`src/rtl/key_decoder_n.sv`:
```
// PS/2 scan-code decoder for a small set of keys: make/break parsing, held levels,
// press pulses and typematic-style auto-repeat on the most recently pressed key.
module key_decoder_n #(
    parameter int unsigned          N_KEYS        = 4,
    parameter logic [N_KEYS*8-1:0]  KEY_CODES     = {8'h74, 8'h6B, 8'h72, 8'h75},
    parameter logic [N_KEYS-1:0]    KEY_EXT       = 4'b1111,
    parameter bit                   STRICT_EXT    = 1'b0,
    parameter int unsigned          REPEAT_DELAY  = 25_000_000,
    parameter int unsigned          REPEAT_PERIOD = 5_000_000
) (
    input  logic              CLOCK_50,
    input  logic              reset,
    input  logic              code_valid,
    input  logic [7:0]        scan_byte,
    output logic [N_KEYS-1:0] key_pulse,
    output logic [N_KEYS-1:0] key_held,
    output logic [3:0]        last_key,
    output logic              any_held
);

    localparam int unsigned MAX_CNT = (REPEAT_DELAY > REPEAT_PERIOD) ? REPEAT_DELAY : REPEAT_PERIOD;
    localparam int unsigned CW      = (MAX_CNT < 1) ? 1 : $clog2(MAX_CNT + 1);
    localparam logic [CW-1:0] DLY_TERM = CW'((REPEAT_DELAY  > 0) ? REPEAT_DELAY  - 1 : 0);
    localparam logic [CW-1:0] PER_TERM = CW'((REPEAT_PERIOD > 0) ? REPEAT_PERIOD - 1 : 0);
    localparam bit            REP_EN   = (REPEAT_DELAY != 0);

    typedef enum logic [1:0] {IDLE, EXT, BRK, EXT_BRK} state_t;

    state_t state_q, state_d;
    logic   make_ev, brk_ev, ev_ext;
    logic   is_e0, is_f0, is_junk;

    assign is_e0   = (scan_byte == 8'hE0);
    assign is_f0   = (scan_byte == 8'hF0);
    assign is_junk = (scan_byte inside {8'hE1, 8'hFA, 8'hAA, 8'hEE, 8'hFE, 8'h00, 8'hFF});

    always_ff @(posedge CLOCK_50) begin
        if (reset) state_q <= IDLE;
        else       state_q <= state_d;
    end

    always_comb begin
        state_d = state_q;
        if (code_valid) begin
            case (state_q)
                IDLE:         if (is_e0) state_d = EXT;
                              else if (is_f0) state_d = BRK;
                EXT:          if (is_f0) state_d = EXT_BRK;
                              else if (!is_e0) state_d = IDLE;
                BRK, EXT_BRK: state_d = IDLE;
                default:      state_d = IDLE;
            endcase
        end
    end

    always_comb begin
        make_ev = 1'b0;
        brk_ev  = 1'b0;
        ev_ext  = 1'b0;
        if (code_valid) begin
            case (state_q)
                IDLE:    make_ev = !(is_e0 || is_f0 || is_junk);
                EXT: begin
                    make_ev = !(is_e0 || is_f0);
                    ev_ext  = 1'b1;
                end
                BRK:     brk_ev = 1'b1;
                EXT_BRK: begin
                    brk_ev = 1'b1;
                    ev_ext = 1'b1;
                end
                default: ;
            endcase
        end
    end

    logic [N_KEYS-1:0] held_q, held_d, pulse_q, pulse_d;
    logic [N_KEYS-1:0] match_oh, last_oh;
    logic [3:0]        last_q, last_d, match_idx;
    logic [CW-1:0]     cnt_q, cnt_d;
    logic              first_q, first_d;
    logic              found, make_acc, brk_acc, rep_fire;

    // Lowest matching index wins, so stop marking once one is found.
    always_comb begin
        match_oh  = '0;
        match_idx = '0;
        found     = 1'b0;
        for (int unsigned i = 0; i < N_KEYS; i++) begin
            if (!found && scan_byte == KEY_CODES[i*8 +: 8] &&
                (!STRICT_EXT || ev_ext == KEY_EXT[i])) begin
                match_oh[i] = 1'b1;
                match_idx   = 4'(i);
                found       = 1'b1;
            end
        end
    end

    always_comb begin
        last_oh = '0;
        for (int unsigned i = 0; i < N_KEYS; i++)
            last_oh[i] = (last_q == 4'(i));
    end

    assign make_acc = make_ev && found && !(|(held_q & match_oh));
    assign brk_acc  = brk_ev && found;
    assign rep_fire = REP_EN && |(held_q & last_oh) &&
                      (cnt_q == (first_q ? DLY_TERM : PER_TERM)) &&
                      !make_acc && !(brk_acc && |(match_oh & last_oh));

    always_comb begin
        held_d  = held_q;
        pulse_d = '0;
        last_d  = last_q;
        first_d = first_q;
        cnt_d   = (cnt_q == '1) ? cnt_q : cnt_q + 1'b1;
        if (make_acc) begin
            held_d  = held_q | match_oh;
            pulse_d = match_oh;
            last_d  = match_idx;
            cnt_d   = '0;
            first_d = 1'b1;
        end else if (rep_fire) begin
            pulse_d = last_oh;
            cnt_d   = '0;
            first_d = 1'b0;
        end
        if (brk_acc) held_d = held_d & ~match_oh;
    end

    always_ff @(posedge CLOCK_50) begin
        if (reset) begin
            held_q  <= '0;
            pulse_q <= '0;
            last_q  <= '0;
            cnt_q   <= '0;
            first_q <= 1'b1;
        end else begin
            held_q  <= held_d;
            pulse_q <= pulse_d;
            last_q  <= last_d;
            cnt_q   <= cnt_d;
            first_q <= first_d;
        end
    end

    assign key_pulse = pulse_q;
    assign key_held  = held_q;
    assign last_key  = last_q;
    assign any_held  = |held_q;

endmodule
```
`config.mk`:
```
export PLATFORM = sky130hd
export DESIGN_NAME = key_decoder_n
export DESIGN_NICKNAME = d
export VERILOG_FILES = /design/src/rtl/key_decoder_n.sv
export SDC_FILE = /design/constraint.sdc
export NUM_CORES = 1
export LEC_CHECK = 0
export CAP_MARGIN = 30
export CORE_ASPECT_RATIO = 1.4
export CORE_MARGIN = 2
export CORE_UTILIZATION = 45
export CTS_CLUSTER_DIAMETER = 60
export DETAILED_ROUTE_END_ITERATION = 10
export GPL_ROUTABILITY_DRIVEN = 0
export PLACE_DENSITY = 0.69
export SYNTH_ARGS = -nofsm -noshare
export SYNTH_HDL_FRONTEND = slang
export SYNTH_SLANG_ARGS = --single-unit
```
`constraint.sdc`:
```
create_clock -name CLOCK_50 -period 4.25 [get_ports CLOCK_50]
set_input_delay 0.425 -clock CLOCK_50 [delete_from_list [all_inputs] [get_ports CLOCK_50]]
set_output_delay 0.425 -clock CLOCK_50 [all_outputs]
set_load 0.005 [all_outputs]
```
After elaboration in Yosys (flattened, before gate mapping)
Index checks and enable logic that the tools add are counted.

cells by class
  bitwise gates (word level) = 6
  equal/unequal tests = 22
  add/subtract/negate cells = 1
  reductions and logical operators = 32
  multiplexer cells = 24

operator list
  operator                                                                number
  8-bit equality test (second input constant)                             8
  8-bit by 7-bit equality test with 1-bit output (second input constant)  4
  25-bit by 1-bit adder with 25-bit output (second input constant)        1
  25-bit equality test                                                    1
  25-bit equality test (second input constant)                            1
  25-bit two-way mux                                                      1
  4-bit two-way mux                                                       6
  4-bit AND                                                               4
  4-bit OR reduction                                                      4
  1-bit two-way mux                                                       11
  1-bit logical AND                                                       10
  4-bit by 2-bit equality test with 1-bit output (second input constant)  2
  1-bit logical NOT                                                       8
  8-bit logical NOT                                                       1
  2-bit two-way mux                                                       4
  7-bit nonzero test                                                      1
  3-bit != test (second input constant)                                   2
  2-bit case mux with 3 select lines                                      1
  2-bit equality test (second input constant)                             2
  4-bit by 1-bit equality test with 1-bit output (second input constant)  1
  4-bit logical NOT                                                       1
  4-bit inverter                                                          1
  4-bit OR                                                                1
  2-bit OR reduction                                                      2
  6 further kinds                                                         7

word-level totals
  register bits after elaboration = 40
  input bits = 11
  logic and storage cells = 91

Depth between registers and ports, before layout
  word-level depth = 20
  gate-level depth with buffers = 10

Least setup slack after synthesis
No wires, ideal clock.

  kind = input to register
  start = input port scan_byte[6]
  end = register pulse_q[0] (netlist: key_pulse[0])
  stages on the path = 6
  setup time = 0.070 ns
  setup slack = 2.079 ns
  data required time = 4.180 ns
  arrival time = 2.101 ns
  cell sequence = and3b_1 > and4_1 > a211o_1 > a311oi_4 > or4b_1 > a21oi_1

between the ends
  word-level cells in the longest chain between the ends = 20
  elaborated cells between the ends (all ways) = 48
  those cells by class = eq/ne (12); mux (11); bitwise (2); reduce/logical (23)

RTL lines
  what                                            RTL line  RTL
  start, declared                                 14        input logic [7:0] scan_byte,
  8-bit by 7-bit equality test with 1-bit output  90        if (!found && scan_byte == KEY_CODES[i*8 +: 8] &&
  1-bit two-way mux                               90
  1-bit logical NOT                               90
  1-bit logical AND                               90
  1-bit two-way mux                               90
  1-bit logical NOT                               90
  1-bit logical AND                               90
  1-bit two-way mux                               90
  (+4 left out)                                   --
  4-bit OR reduction                              105       assign make_acc = make_ev && found && !(|(held_q & match_oh));
  1-bit logical NOT                               105
  1-bit logical AND                               105
  1-bit logical NOT                               109       !make_acc && !(brk_acc && |(match_oh & last_oh));
  1-bit logical AND                               108       (cnt_q == (first_q ? DLY_TERM : PER_TERM)) &&
  1-bit logical AND                               109
  4-bit two-way mux                               123       end else if (rep_fire) begin
  4-bit two-way mux (*)                           117       if (make_acc) begin
  end signal, assigned                            140       pulse_q <= pulse_d;
  end, declared                                   77        logic [N_KEYS-1:0] held_q, held_d, pulse_q, pulse_d;

Every way passes the cells marked *; elsewhere a longest branch is shown, timed or not.
A chain may end at the register's enable or synchronous reset.

Worst setup path in the final report
  start = input port scan_byte[2]
  end = register cnt_q[22]

between the ends
  word-level cells in the longest chain between the ends = 19
  elaborated cells between the ends (all ways) = 47
  those cells by class = eq/ne (12); mux (9); bitwise (2); reduce/logical (24)

RTL lines
  what                                            RTL line  RTL
  8-bit by 7-bit equality test with 1-bit output  90
  1-bit two-way mux                               90
  1-bit logical NOT                               90
  1-bit logical AND                               90
  1-bit two-way mux                               90
  1-bit logical NOT                               90
  1-bit logical AND                               90
  1-bit two-way mux                               90
  (+3 left out)                                   --
  4-bit AND                                       105
  4-bit OR reduction                              105
  1-bit logical NOT                               105
  1-bit logical AND                               105
  1-bit logical NOT                               109
  1-bit logical AND                               108
  1-bit logical AND                               109
  3-bit OR reduction (no line) (*)                --
  end signal, assigned                            142       cnt_q <= cnt_d;
  end, declared                                   80        logic [CW-1:0] cnt_q, cnt_d;

Marks and branches as above.

==> flow_metrics.tcl <==
set metrics [dict create \
    yosys_register_bits 37 \
    drive_gt1_share_pct 5.36 \
    cts_max_level 2 \
    place_area_um2 2180 \
    antenna_left 0 \
    syn_inst 242 \
    fin_worst_skew_ps 4.72 \
    rrSetupSlack_ps 1580 \
    synth_flop_cell "dfxtp_1" \
    fin_nets 272 \
    hold_buffers 0 \
    timing.setup.critical_path_class "input port to flip-flop" \
    leakage_nw 0.808 \
    die_width_um 59.8 \
    wirelength_mm 4.39 \
    grt_util_all_layers_pct 20.2 \
    hold_violations 0 \
    cts_buffers 5 \
    final_cell_mix "41 x nor2_1, 37 x dfxtp_1, 22 x xor2_1, 21 x clkdlybuf4s50_1, 20 x nand4_1" \
    finalPower_mw 0.705 \
    reg2reg_depth 6 \
    dp.cells 298 \
    synth_edf_count 0 \
    rsz0062_at_grt "no" \
    viasPerCell 5.88 \
    final_common_cell "nor2_1" \
    overflow 0 \
    io_pins 24 \
    required_ps 4390 \
    clk_latency_ps 290 \
    antenna_found_initial 0 \
    seq_area_frac_synth_pct 37.7 \
    slew_headroom_pct 43.9 \
    worstHoldPathCells 2 \
    worstSetupStartpointType "input port" \
    setup_violations 0 \
    r2r-end "cnt_q[22]" \
    cts_resized 0 \
    worst_hold_path.endpoint "first_q" \
    yosys-top-cells-area "dfxtp_1 38%, xor2_1 9.8%, nor2_1 7.8%" \
    numPortBuffers 21 \
    max-cap-violations 0 \
    drc 0 \
    fmax_ghz 0.324 \
    ys_types 45 \
    clkSinkCount 37 \
    powerDensity_nw_per_um2 306 \
    coreArea_um2 4200 \
    routedWlPerCell_um 14.3 \
    syn_area_um2 1960 \
    min_period_ps 3090 \
    hold_path.class "flip-flop to flip-flop" \
    diodes 0 \
    cts_tree "yes" \
    die_h_um 82.2 \
    cp_max_fo 25 \
    drt_iter0_drc 128 \
    grt_pass1_wl_mm 7.63 \
    cts_setup_buffers 0 \
    grt_pass1_vias 1635 \
    tns_ps 0 \
    slew_violations 0 \
    via_count 1799 \
    synth_top_cell_area_share_pct 37.7 \
    area_growth_pct 17.3 \
    hold_path_startpoint "first_q" \
    ys_warn_count 0 \
    num_rows 28 \
    worstReg2RegStart "cnt_q[12]" \
    first_pass_iters 4 \
    tightestPinTransition_ps 841 \
    start_util_pct 46.7 \
    grt_max_degree 26 \
    die_area_um2 4920 \
    end_kind "flip-flop" \
    path_clk_slew_ps 80 \
    final.period_utilization_pct 72.7 \
    fin_cells 306 \
    cts_root_buf "clkbuf_8" \
    synth_top_area_cell "dfxtp_1" \
    vdd_ir_drop_max_mv 0.155 \
    cp.arrival_ps 3230 \
    synth-async-reset-ratio_pct 0 \
    stdcell_area_um2 2300 \
    cts_buffer_depth 2 \
    syn_avg_cell_area_um2 8.12 \
    outcome "completed" \
    place_hpwl_mm 3.17 \
]
## cell type report
cell class                      instances  area [um2]
Inverter                                8        30.0
Clock buffer                            6        82.6
Tap cell                               45        56.3
Fill cell                             391        1900
Sequential cell                        37         741
Multi-Input combinational cell        186        1140
Clock inverter                          2        37.5
Timing Repair Buffer                   22         218
## metal layers
metal | share of wire, % | vias to the layer above | track usage [%]
met4 | 3.1 | 0 | 7.56
met5 | 0 | - | 0
li1 | - | 895 | -
met3 | 4.4 | 17 | 4.52
met1 | 40 | 827 | 22.7
met2 | 52 | 60 | 36.3
## cells by family (layout without fill, tap and decap cells)
group | Yosys count | in the layout | share of synthesized area [%]
buf+inv | 20 | 38 | 4.52
fa+ha+maj | 1 | 1 | 0.637
simple gates | 133 | 133 | 35.3
flops | 37 | 37 | 37.7
other cells | 1 | 2 | 0.191
mux | 2 | 2 | 1.66
compound gates | 25 | 25 | 9.75
xor+xnor | 23 | 23 | 10.3
## synthesized netlist by cell type, drive strengths merged, types with 2 or more instances
master and number:
and2 3, and3 5, inv 8, a311oi 3, nand4 20, xor2 22, or3 2, and4 3
nor3 8, dfxtp 37, a21oi 9, nor2 41, or4b 3, or4 2, a211oi 4, nor4 4
buf 6, nand3 11, clkbuf 6, nor3b 3, nand2 20, nor2b 3
## metrics by stage
stage | hold slack [ps] | util [%] | worst slack (ps)
finish | 491 | 54.8 | 1160
global route | 538 | 54.8 | 839
CTS | 498 | 54.8 | 1120
detailed placement | 485 | 51.9 | 830
global placement | 479 | 51.9 | 922
floorplan | 459 | - | 2080
## how the worst max path moves through the flow
stage / from / to / slack, ps / cells past startpoint
final: scan_byte[2] / cnt_q[22] / 1160 / 7
after global routing: scan_byte[2] / cnt_q[22] / 840 / 7
after CTS: scan_byte[2] / cnt_q[22] / 1120 / 7
after detailed placement: scan_byte[2] / cnt_q[6] / 830 / 7
after global placement: scan_byte[2] / cnt_q[13] / 920 / 7
after floorplan: scan_byte[6] / key_pulse[0] / 2080 / 6
## critical path, stage by stage
cell	delay (ps)
clkdlybuf4s50_1	540
nor2b_1	310
o21a_1	200
o221ai_1	180
nor2_1	660
or3_1	760
nor2_1	130
## report_power, final
part | internal [mW] | total (mW) | switching, mW
logic | 0.0154 | 0.0341 | 0.0187
clock network | 0.191 | 0.318 | 0.127
registers | 0.349 | 0.353 | 0.00383
Power figures use the tool's default switching activity.
